==> src/rtl/game_pkg.sv <==
// Shared constants for the memory game: sequencer state codes, one-hot level codes and slot masks.
package game_pkg;

  localparam logic [2:0] ST_IDLE  = 3'd0;
  localparam logic [2:0] ST_RRST  = 3'd1;
  localparam logic [2:0] ST_GEN   = 3'd2;
  localparam logic [2:0] ST_SHOW  = 3'd3;
  localparam logic [2:0] ST_INPUT = 3'd4;
  localparam logic [2:0] ST_JUDGE = 3'd5;
  localparam logic [2:0] ST_GAP   = 3'd6;
  localparam logic [2:0] ST_DONE  = 3'd7;

  localparam logic [2:0] LV_1 = 3'b001;
  localparam logic [2:0] LV_2 = 3'b010;
  localparam logic [2:0] LV_3 = 3'b100;

  localparam logic [15:0] MASK_8  = 16'h00FF;
  localparam logic [15:0] MASK_12 = 16'h0FFF;
  localparam logic [15:0] MASK_16 = 16'hFFFF;

  function automatic logic level_legal(logic [2:0] lv);
    return (lv == LV_1) || (lv == LV_2) || (lv == LV_3);
  endfunction

  function automatic logic [15:0] level_mask(logic [2:0] lv);
    logic [15:0] m;
    case (lv)
      LV_1:    m = MASK_8;
      LV_2:    m = MASK_12;
      LV_3:    m = MASK_16;
      default: m = 16'h0000;
    endcase
    return m;
  endfunction

endpackage

==> src/rtl/phase_timer.sv <==
// Loadable down-counter with zero flag; load wins over decrement, and it saturates at zero.
module phase_timer #(
  parameter int unsigned Width = 16
) (
  input  logic             clk_i,
  input  logic             rst_ni,
  input  logic             load_i,
  input  logic [Width-1:0] load_val_i,
  input  logic             dec_i,
  output logic             zero_o
);

  logic [Width-1:0] cnt_q, cnt_d;

  always_comb begin
    cnt_d = cnt_q;
    if (load_i) begin
      cnt_d = load_val_i;
    end else if (dec_i && (cnt_q != '0)) begin
      cnt_d = cnt_q - 1'b1;
    end
  end

  always_ff @(posedge clk_i or negedge rst_ni) begin
    if (!rst_ni) begin
      cnt_q <= '0;
    end else begin
      cnt_q <= cnt_d;
    end
  end

  assign zero_o = (cnt_q == '0);

endmodule

==> src/rtl/round_sequencer.sv <==
// Round FSM for the memory game: local reset, generate, show, input, judge, gap; counts rounds,
// wins and the final score.
module round_sequencer #(
  parameter int unsigned NUM_ROUNDS    = 10,
  parameter int unsigned SUB_RST_CYC   = 2,
  parameter int unsigned GAP_CYC       = 3,
  parameter int unsigned INPUT_TIMEOUT = 30000,
  parameter int unsigned SCORE_PER_WIN = 10
) (
  input  logic        clk_i,
  input  logic        rst_ni,
  input  logic        level_valid_i,
  input  logic [2:0]  level_i,
  input  logic        start_i,
  input  logic        gen_done_i,
  input  logic        show_done_i,
  input  logic        input_done_i,
  input  logic        round_win_i,
  output logic        sub_rst_o,
  output logic        gen_en_o,
  output logic [15:0] lv_mask_o,
  output logic [4:0]  round_count_o,
  output logic [3:0]  answer_count_o,
  output logic [6:0]  score_o,
  output logic        game_end_o,
  output logic        timeout_o
);
  import game_pkg::*;

  logic [2:0]  state_q, state_d;
  logic        start_q, start_edge_q;
  logic [15:0] lv_mask_q, lv_mask_d;
  logic [4:0]  round_count_q, round_count_d;
  logic [3:0]  answer_count_q, answer_count_d;
  logic [6:0]  score_q, score_d;
  logic        timeout_q, timeout_d;
  logic        tmr_load, tmr_dec, tmr_zero, next_round;
  logic [15:0] tmr_val;

  phase_timer #(
    .Width(16)
  ) u_phase_timer (
    .clk_i      (clk_i),
    .rst_ni     (rst_ni),
    .load_i     (tmr_load),
    .load_val_i (tmr_val),
    .dec_i      (tmr_dec),
    .zero_o     (tmr_zero)
  );

  always_comb begin
    state_d        = state_q;
    lv_mask_d      = lv_mask_q;
    round_count_d  = round_count_q;
    answer_count_d = answer_count_q;
    score_d        = score_q;
    timeout_d      = 1'b0;
    tmr_load       = 1'b0;
    tmr_dec        = 1'b0;
    tmr_val        = 16'(SUB_RST_CYC - 1);
    next_round     = 1'b0;
    case (state_q)
      ST_IDLE: begin
        if (start_edge_q && level_valid_i && level_legal(level_i)) begin
          lv_mask_d      = level_mask(level_i);
          round_count_d  = '0;
          answer_count_d = '0;
          score_d        = '0;
          tmr_load       = 1'b1;
          state_d        = ST_RRST;
        end
      end
      ST_RRST: begin
        if (tmr_zero) state_d = ST_GEN;
        else          tmr_dec = 1'b1;
      end
      ST_GEN: begin
        if (gen_done_i) state_d = ST_SHOW;
      end
      ST_SHOW: begin
        if (show_done_i) begin
          tmr_load = 1'b1;
          tmr_val  = 16'(INPUT_TIMEOUT - 1);
          state_d  = ST_INPUT;
        end
      end
      ST_INPUT: begin
        tmr_dec = 1'b1;
        // A response arriving on the expiry cycle still counts as a normal answer.
        if (input_done_i) begin
          state_d = ST_JUDGE;
        end else if ((INPUT_TIMEOUT != 0) && tmr_zero) begin
          timeout_d = 1'b1;
          state_d   = ST_JUDGE;
        end
      end
      ST_JUDGE: begin
        round_count_d = round_count_q + 5'd1;
        if (round_win_i && !timeout_q) answer_count_d = answer_count_q + 4'd1;
        if (GAP_CYC != 0) begin
          tmr_load = 1'b1;
          tmr_val  = 16'(GAP_CYC - 1);
          state_d  = ST_GAP;
        end else begin
          next_round = 1'b1;
        end
      end
      ST_GAP: begin
        if (tmr_zero) next_round = 1'b1;
        else          tmr_dec    = 1'b1;
      end
      ST_DONE: begin
        if (start_edge_q) state_d = ST_IDLE;
      end
      default: state_d = ST_IDLE;
    endcase

    if (next_round) begin
      if (round_count_d == 5'(NUM_ROUNDS)) begin
        state_d = ST_DONE;
        score_d = 7'(32'(answer_count_d) * SCORE_PER_WIN);
      end else begin
        tmr_load = 1'b1;
        tmr_val  = 16'(SUB_RST_CYC - 1);
        state_d  = ST_RRST;
      end
    end
  end

  always_ff @(posedge clk_i or negedge rst_ni) begin
    if (!rst_ni) begin
      state_q        <= ST_IDLE;
      start_q        <= 1'b0;
      start_edge_q   <= 1'b0;
      lv_mask_q      <= '0;
      round_count_q  <= '0;
      answer_count_q <= '0;
      score_q        <= '0;
      timeout_q      <= 1'b0;
    end else begin
      state_q        <= state_d;
      start_q        <= start_i;
      start_edge_q   <= start_i & ~start_q;
      lv_mask_q      <= lv_mask_d;
      round_count_q  <= round_count_d;
      answer_count_q <= answer_count_d;
      score_q        <= score_d;
      timeout_q      <= timeout_d;
    end
  end

  assign sub_rst_o      = !((state_q == ST_IDLE) || (state_q == ST_RRST) || (state_q == ST_DONE));
  assign gen_en_o       = (state_q == ST_GEN);
  assign game_end_o     = (state_q == ST_DONE);
  assign lv_mask_o      = lv_mask_q;
  assign round_count_o  = round_count_q;
  assign answer_count_o = answer_count_q;
  assign score_o        = score_q;
  assign timeout_o      = timeout_q;

endmodule

==> config.mk <==
export PLATFORM = sky130hd
export DESIGN_NAME = round_sequencer
export DESIGN_NICKNAME = d
export VERILOG_FILES = /design/src/rtl/game_pkg.sv /design/src/rtl/phase_timer.sv /design/src/rtl/round_sequencer.sv
export SDC_FILE = /design/constraint.sdc
export NUM_CORES = 1
export LEC_CHECK = 0
export CAP_MARGIN = 20
export CORE_ASPECT_RATIO = 0.7
export CORE_MARGIN = 8
export CORE_UTILIZATION = 40
export CTS_BUF_LIST = sky130_fd_sc_hd__clkbuf_2
export CTS_CLUSTER_SIZE = 8
export DETAILED_ROUTE_END_ITERATION = 8
export PLACE_DENSITY = 0.65
export SYNTH_ARGS = -nofsm -noshare
export SYNTH_HDL_FRONTEND = slang
export SYNTH_SLANG_ARGS = --single-unit
export TNS_END_PERCENT = 5
==> constraint.sdc <==
create_clock -name clk_i -period 2.95 [get_ports clk_i]
set_input_delay 0.59 -clock clk_i [delete_from_list [all_inputs] [get_ports clk_i]]
set_output_delay 0.59 -clock clk_i [all_outputs]
set_load 0.01 [all_outputs]
==> reports/results.ini, run 1 <==
[critical_path]
r2r_slack_ps=350
startpoint=level_i[2]
required_ps=3270
crit_path_start_kind=input port
path_class=in2reg
critical_path.max_fanout=3
endpoint_kind=register
r2r_cells=9
r2r_end=u_phase_timer.cnt_q[14]$_DFFE_PN0P_
worstPathArrival_ps=3110
worstSetupEndpoint=score_o[6]$_DFF_PN0_
worstReg2RegStart=u_phase_timer.cnt_q[0]$_DFFE_PN0P_

[timing]
worst_pin_slew_ps=922
rsz0062_at_grt=no
setup_ws_ps=166
max_slew_margin_pct=38.5
finalCritPeriodShare_pct=94.4
setup_viol_count_final=0
fin_worst_skew_ps=18.2
fmax_mhz=359
hold_viol=0
timing.final.crit_period_ps=2780
finalMaxSlewViolations=0

[worst_hold_path]
hp-class=in2async

[routing]
first_pass_iters=5
wl_um=6430
routedWlPerCell_um=16.1
viasPerCell=5.51
vias=2198
drtIter0Drc=131
route.detailed.drc=0
drtAntennaViolNets=0

[clock_network]
cts_buffers=5
ctsHtreeMaxLevel=2
clkLatencyLatePin_ps=410
root_buffer=clkbuf_2
ctsHoldBuffers=0
tritoncts=built
cts_sinks=41
clk_pin_slew_ps=210
cts_max_path_buffers=2

[job]
cap_violations=0

[finish]
fin_util_pct=52.3
fin_area_um2=3250
syn_to_final_growth_pct=26.2
n_antenna_cell=0
fill_cells=586
final_common_cell=clkdlybuf4s50_1
drive_gt1_share_pct=19.3
final_nets=338
mostFrequentLayoutCells=clkdlybuf4s50_1 (45), dfrtp_1 (41), buf_4 (26), nand3_1 (17)

[power_and_ir_drop]
finalPower_mw=3.05
vdd_drop_max_v=0.000356
p_per_area_nw_per_um2=940
power.static_leakage_nw=1.47

[synthesis]
synthCells=267
syn_avg_cell_area_um2=9.65
synth_edf_count=0
syn_nets=284
synth_warnings=0
synth-main-ff-cell=dfrtp_1
postSynth.asyncResetShare_pct=100
synth_cell_types=65
ys_ff_latch=41
syn-cell-area_um2=2580
ys_seq_area_share_pct=39.8

[global_routing]
grt_pass1_vias=2111
grt_pass1_wl_um=10800
grt_util_met3_pct=3.11
gr-total-overflow=0
antenna_found_initial=0
gr-usage-met2_pct=19.2
met1_usage_pct=20.9
grt-busiest-layer=met1
grt_use_total_pct=14.0
grt_start_max_net_pins=42

[floorplan]
start_util_pct=41.4
coreArea_um2=6220
die_w_um=112
rows=24
die_h_um=83.1
dieArea_um2=9310
io_pins=47

[place]
place_ws_ps=-519
hpwl_um=4870
io_buffers=46
placement.cell_area_um2=3160
gp_congestion=0.847

[run_status]
outcome=finished clean

## kinds of logic after synthesis
kind of cell               after synthesis  synth area share, %
xor gates and xnor gates                12                 4.08
DFF                                     41                 39.8
adders and majority gates                6                 3.21
AOI/OAI and AO/OA                       64                 19.2
and+or+nand+nor                        110                 25.3
muxes                                    3                 1.26
buffers and inverters                   31                 7.14
## final cells by class
class                           instances  area [µm²]  share of cell area, %
Multi-Input combinational cell        195        1390                   42.9
Sequential cell                        41        1030                   31.6
Timing Repair Buffer                   72         651                   20.0
Tap cell                               78        97.6                   3.00
Clock inverter                          2        35.0                   1.08
Clock buffer                            5        25.0                  0.770
Inverter                                6        22.5                  0.693
## routing by layer
| metal | vias up | part of all wire, % |
|---|---|---|
| li1 | 1075 | - |
| met5 | - | 0 |
| met4 | 0 | 0.95 |
| met1 | 1067 | 53 |
| met3 | 5 | 5.0 |
| met2 | 51 | 41 |
## worst min path at each step
stage / depth (start not counted) / to / from / slack [ps]
global route: 1 / score_o[0]$_DFF_PN0_ / rst_ni / 320
floorplan: 0 / answer_count_o[0]$_DFF_PN0_ / rst_ni / 290
global placement: 1 / start_edge_q$_DFF_PN0_ / start_q$_DFF_PN0_ / 390
CTS: 1 / score_o[0]$_DFF_PN0_ / rst_ni / 300
finish: 1 / score_o[0]$_DFF_PN0_ / rst_ni / 280
detailed placement: 1 / start_edge_q$_DFF_PN0_ / start_q$_DFF_PN0_ / 390
## flip-flops by register name, indices dropped and copies added, names as in the netlist
name,count
start_q,1
timeout_o,1
answer_count_o,4
u_phase_timer.cnt_q,16
lv_mask_o,3
start_edge_q,1
score_o,7
state_q,3
round_count_o,5
## through the flow
step	hold slack [ps]	cells	setup TNS, ps
global route	320	399	0
finish	282	399	0
detailed placement	386	391	-1100
floorplan	294	267	0
global placement	386	391	-698
CTS	305	398	0
## cell usage after synthesis, types with 6 or more instances
| cell | n | share of area, % |
|---|---|---|
| nor2b_1 | 7 | 1.7 |
| dfrtp_1 | 41 | 40 |
| nor3_1 | 13 | 2.5 |
| and3_1 | 8 | 1.9 |
| nand2_1 | 14 | 2.0 |
| buf_4 | 15 | 4.4 |
| nor2_1 | 13 | 1.9 |
| xor2_1 | 7 | 2.4 |
| a31oi_1 | 6 | 1.5 |
| nand3_1 | 17 | 3.3 |
| nor2_2 | 6 | 1.5 |
| inv_1 | 6 | 0.87 |
| o21ai_0 | 16 | 3.1 |
## timing repair
item / in CTS / in global routing
endpoints found under the setup margin: 2 / 2
pin swaps: 0 / 6
setup buffers: 0 / 1
gates resized for setup: 1 / 8
## critical path: stages
cell	delay (ps)
clkdlybuf4s50_1	480
buf_4	120
and3b_1	180
a22oi_2	170
o21ai_2	100
buf_4	160
a31oi_1	230
ha_1	280
ha_1	210
fa_1	370
xnor2_1	150
o21ai_1	70
## report_power, final
group	total [mW]	internal, mW	leakage, nW	switching, mW
clock network	0.326	0.138	0.0388	0.188
registers	0.983	0.732	0.542	0.251
logic	1.75	0.869	0.892	0.876
total	3.05	1.74	1.47	1.32
Note: power is estimated with default switching activity, not from simulation.
==> run 2: changes to the inputs <==
--- a/config.mk
+++ b/config.mk
@@ -12,6 +12,7 @@
 export CTS_BUF_LIST = sky130_fd_sc_hd__clkbuf_2
 export CTS_CLUSTER_SIZE = 8
 export DETAILED_ROUTE_END_ITERATION = 8
+export GPL_TIMING_DRIVEN = 0
 export PLACE_DENSITY = 0.65
 export SYNTH_ARGS = -nofsm -noshare
 export SYNTH_HDL_FRONTEND = slang
==> reports/results.ini, run 2 (synthesis gave the netlist of run 1 again) <==
[critical_path]
slowest_stage=dfrtp_1
path_class=reg2reg
crit_chain=buf_2 -> buf_2 -> nor2_2 -> nand2_1 -> o21ai_2 -> o21ai_0 -> a22oi_1 -> inv_1 -> ha_1 -> ha_1 -> fa_1 -> xnor2_1 -> o21ai_1
required_ps=3240  ; -30 ps
r2r_slack_ps=130  ; -220 ps
r2r_end=score_o[6]$_DFF_PN0_
critPathTopFamily=adder cells
worstReg2RegStart=state_q[2]$_DFFE_PN0P_
cpPeakStageDelay_ps=400  ; -80 ps
endpoint_kind=register
cp_num_buf_inv=3  ; unchanged
crit_path_start_kind=register
critical_path.max_fanout=10  ; +7
worstPathArrival_ps=3110  ; about the same
r2r_cells=13  ; +4

[finish]
largest-register=u_phase_timer.cnt_q
final_common_cell=clkdlybuf4s50_1
drive_gt1_share_pct=20.9  ; +1.6 points
final_nets=346  ; +2.4%
fill_cells=574  ; -2.0%
largest_reg_flops=16  ; unchanged
mostFrequentLayoutCells=clkdlybuf4s50_1 (42), dfrtp_1 (40), buf_4 (23), nand3_1 (17), o21ai_0 (14)
fin_util_pct=53.7  ; +1.4 points
regArea_um2=1030  ; +0.12%
multiInputGateArea_um2=1420  ; +2.2%
syn_to_final_growth_pct=29.6
n_antenna_cell=0  ; unchanged

[global_routing]
grt_pass1_wl_um=11000  ; +1.9%
grt_pass1_vias=2160  ; +2.3%
gr-total-overflow=0  ; unchanged
grt_start_max_net_pins=39  ; -7.1%
grt_use_total_pct=14.3  ; +0.35 points
antenna_found_initial=0  ; unchanged

[clock_network]
cts_sinks=41  ; unchanged
cts_max_path_buffers=2  ; unchanged
clkLatencyLatePin_ps=400  ; about the same
cts_buffers=5  ; unchanged
tritoncts=built
ctsHtreeMaxLevel=2  ; unchanged
clk_pin_slew_ps=200  ; about the same
root_buffer=clkbuf_2

[timing]
fmax_mhz=354  ; -1.4%
max_slew_margin_pct=36.0  ; -2.6 points
setup_viol_count_final=0  ; unchanged
finalCritPeriodShare_pct=95.6  ; +1.3 points
finalMaxSlewViolations=0  ; unchanged
timing.final.crit_period_ps=2820  ; +38.1 ps
fin_worst_skew_ps=17.3  ; -0.881 ps
worst_pin_slew_ps=947  ; +25.1 ps
hold_viol=0  ; unchanged

[routing]
vias=2210  ; +0.55%
viasPerCell=5.42  ; -1.7%
drtIter0Drc=113  ; -14%
first_pass_iters=4  ; -1
routedWlPerCell_um=15.8  ; -1.7%
route.detailed.drc=0  ; unchanged
drtAntennaViolNets=0  ; unchanged
wl_um=6460  ; +0.51%

[power_and_ir_drop]
vdd_drop_max_v=0.000388  ; +9.0%
p_per_area_nw_per_um2=934  ; -0.55%
finalPower_mw=3.12  ; +2.2%
power.static_leakage_nw=1.52  ; +3.3%

[place]
hpwl_um=4870  ; about the same
io_buffers=46  ; unchanged
gp_congestion=0.789  ; -6.9%

[worst_hold_path]
hold-path-endpoint=start_edge_q$_DFF_PN0_
whs_path_depth=1
hold_start=start_q$_DFF_PN0_
hp-class=reg2reg

[floorplan]
rows=24  ; unchanged
coreArea_um2=6220  ; unchanged
start_util_pct=41.4  ; unchanged
die_w_um=112  ; unchanged
dieArea_um2=9310  ; unchanged
io_pins=47  ; unchanged
die_h_um=83.1  ; unchanged

[job]
cap_violations=0  ; unchanged

[run_status]
outcome=finished clean

## run 2: repair_timing
action	CTS	global route
setup buffers	1	7
resized for setup	13	6
setup endpoints to repair	3	2
hold endpoints to repair	3	0
pin swaps	2	4
hold buffers	1	0
## run 2: worst register-to-register path: stages, from the launching register on
cell and delay, ps:
dfrtp_1 400, buf_2 170, buf_2 190, nor2_2 100, nand2_1 110, o21ai_2 210, o21ai_0 110, a22oi_1 220
inv_1 100, ha_1 300, ha_1 210, fa_1 370, xnor2_1 160, o21ai_1 70
## run 2: how the worst max path moves through the flow
stage	cells after the start	start	endpoint	slack (ps)
floorplan	11	level_i[0]	score_o[6]$_DFF_PN0_	80
global placement	12	level_i[2]	score_o[6]$_DFF_PN0_	-920
detailed placement	12	level_i[2]	score_o[6]$_DFF_PN0_	-950
CTS	12	level_i[2]	score_o[6]$_DFF_PN0_	9
global route	13	state_q[2]$_DFFE_PN0P_	score_o[6]$_DFF_PN0_	-4
finish	13	state_q[2]$_DFFE_PN0P_	score_o[6]$_DFF_PN0_	130
## run 2: power by group
group | leakage [nW] | total [mW] | switching (mW) | internal (mW)
combinational | 0.940 | 1.83 | 0.917 | 0.917
sequential | 0.541 | 0.955 | 0.221 | 0.733
clock | 0.0406 | 0.332 | 0.187 | 0.145
total | 1.52 | 3.12 | 1.33 | 1.79
## run 2: layer usage
layer  global-route usage (%)  up-vias  share of wire [%]
met2                     21.1       35                 43
li1                         -     1099                  -
met3                     2.82        8                3.5
met4                     4.45        0                1.2
met5                        0        -                  0
met1                     20.5     1068                 52
## run 2: through the flow
stage / hold slack (ps) / setup TNS (ps) / instances / cell area [µm²] / setup WS [ps]
2_1_floorplan: 294 / 0 / 267 / 2580 / 81.8
3_5_place_dp: 404 / -2330 / 392 / 3150 / -949
5_1_grt: 438 / -3.57 / 408 / 3340 / -3.57
4_1_cts: 437 / 0 / 402 / 3280 / 9.16
3_3_place_gp: 387 / -2280 / 391 / 3130 / -920
6_report: 429 / 0 / 408 / 3340 / 128
## run 2: final cells by class
class                   count  share of cell area (%)
multi-input cells         195                    42.6
well taps                  78                    2.92
flip-flops and latches     41                    30.8
repair buffers             56                    16.3
inverters                   6                   0.674
plain buffers              24                    4.76
clock inverters             2                    1.01
clock buffers               6                   0.899
==> edit: new RTL, settings of run 1 <==
Put a register stage on the outputs `gen_en_o` and `game_end_o`, with the module's reset. The values now appear one clock later. The other outputs are not delayed to match.
--- a/src/rtl/round_sequencer.sv
+++ b/src/rtl/round_sequencer.sv
@@ -150,8 +150,15 @@
   end
 
   assign sub_rst_o      = !((state_q == ST_IDLE) || (state_q == ST_RRST) || (state_q == ST_DONE));
-  assign gen_en_o       = (state_q == ST_GEN);
-  assign game_end_o     = (state_q == ST_DONE);
+  always_ff @(posedge clk_i or negedge rst_ni) begin
+    if (!rst_ni) begin
+      gen_en_o   <= '0;
+      game_end_o <= '0;
+    end else begin
+      gen_en_o   <= (state_q == ST_GEN);
+      game_end_o <= (state_q == ST_DONE);
+    end
+  end
   assign lv_mask_o      = lv_mask_q;
   assign round_count_o  = round_count_q;
   assign answer_count_o = answer_count_q;
Function: changed (a bounded check fails within 10 cycles, from zero or initial values and one cycle with rst_ni low).
==> edit against run 1 <==
- core utilization increased by 0.33 points
- fmax decreased by 3.2%
- total power decreased by 3.6%
- sequential cell count increased by 2
- die area increased by 0.16%
- area after synthesis increased by 0.19%
- non-clock buffer count decreased by 3
- via count decreased by 4.5%
- clock power increased by 31%
- setup slack got worse by 0.092 ns
- final area increased by 1.1%
- wire length decreased by 3.0%
- critical path type unchanged
- critical endpoint unchanged
- highest routed layer unchanged
==> edit: results (changes against run 1) <==
Leak Pwr - 1.439 nW (-2.3%)
Layout area overhead - 27.34%
Outcome - finished, final reports clean
Worst skew pair latency - 0.40 ns
Area after DPL - 3164 um^2 (+0.28%)
GR Util All Layers - 0.1347 (-0.005243)
Detailed Routing Iterations Pass 1 - 4 (-1)
Synth cell count leaders - dfrtp_1, nand2_1, nor2_1
Synth Net Count - 280 (-1.4%)
Number of global-route vias before repair - 2033 (-3.7%)
Cells after Synth - 263 (-1.5%)
Pre-CTS setup slack - -0.4177 ns (+0.1015 ns)
Int Pwr - 0.001754 W (+0.89%)
Synth cell types - 64 (-1.5%)
Top area cells in the synthesized netlist - dfrtp_1, buf_4, xnor2_1, nand2_1, mux2i_1
First-pass GRT wire length - 10430 um (-3.6%)
Detailed placer's ending HPWL - 4725 um (-3.1%)
DR iter-0 viols - 100 (-24%)
Fillers - 564 (-3.8%)
Hold WC Path Type - flop to flop
CP Data Arrival Time - 3.20 ns (+0.09 ns)
Worst vdd ir - 0.3387 mV (-4.8%)
Largest net degree at the start of global routing - 44 (+4.8%)
Share of cells above drive strength 1 - 0.1594 (-0.03377)
Seq/Total Area, Yosys - 0.4169 (+0.01862)
Net count, final - 336 (-0.59%)
Reg power frac - 0.338 (+0.016)
Clk. pwr - 0.000426 W (+31%)
Worst Clk Skew - 0.01678 ns (-0.001386 ns)
DR vias/cell - 5.274 (-4.3%)
GP Congestion - 0.8000 (-5.6%)
Final Non-Filler Cells - 398 (-0.25%)
Slew Limit Headroom - 0.6506 (+0.2653)
Total wire length - 6235 um (-3.0%)
==> edit: timing repair <==
| action | CTS | global route |
|---|---|---|
| hold buffers | 0 | 1 |
| resized for setup | 0 | 1 |
| endpoints found under the setup margin | 0 | 2 |
| endpoints found under the hold margin | 0 | 7 |
==> edit: critical path, cell delays in order <==
cell and delay, ns:
clkdlybuf4s50_1 0.46, or3b_4 0.41, o22ai_4 0.16, a21o_4 0.14, o21ai_0 0.07, a32o_1 0.23
ha_1 0.30, ha_1 0.21, fa_1 0.38, xnor2_1 0.16, mux2i_1 0.08
==> edit: cell type report <==
cell class                 count  share of cell area
multi-input combinational    191              0.4088
inverter                       9             0.01028
sequential                    43              0.3274
clock inverter                 2             0.01827
timing repair buffer          69              0.1964
clock buffer                   6            0.009136
tap                           78             0.02969
==> edit: path summary, 6_finish.rpt <==
check / startpoint / cells after the start / slack (ns) / endpoint
max: level_i[1] / 11 / 0.07 / score_o[6]
min: start_q / 1 / 0.41 / start_edge_q
max reg2reg: state_q[1] / 10 / 0.35 / score_o[6]
min reg2reg: start_q / 1 / 0.41 / start_edge_q
max in group asynchronous: rst_ni / 3 / 1.95 / u_phase_timer.cnt_q[14]
min in group asynchronous: rst_ni / 2 / 0.52 / u_phase_timer.cnt_q[7]
==> edit: cell families after synthesis <==
family,Yosys count,synth area share
muxes,8,0.03151
AOI/OAI and AO/OA,52,0.1415
xor gates and xnor gates,15,0.05089
DFF,43,0.4169
and+or+nand+nor,110,0.2623
adders and majority gates,6,0.03199
buffers and inverters,29,0.06495
==> edit: metal layers <==
metal  wire [um]  share of wire  GRT usage
met3         509          0.082    0.04263
met5           0              0          0
met2        2633           0.42     0.1935
met4          39         0.0063    0.02927
met1        3053           0.49     0.1910
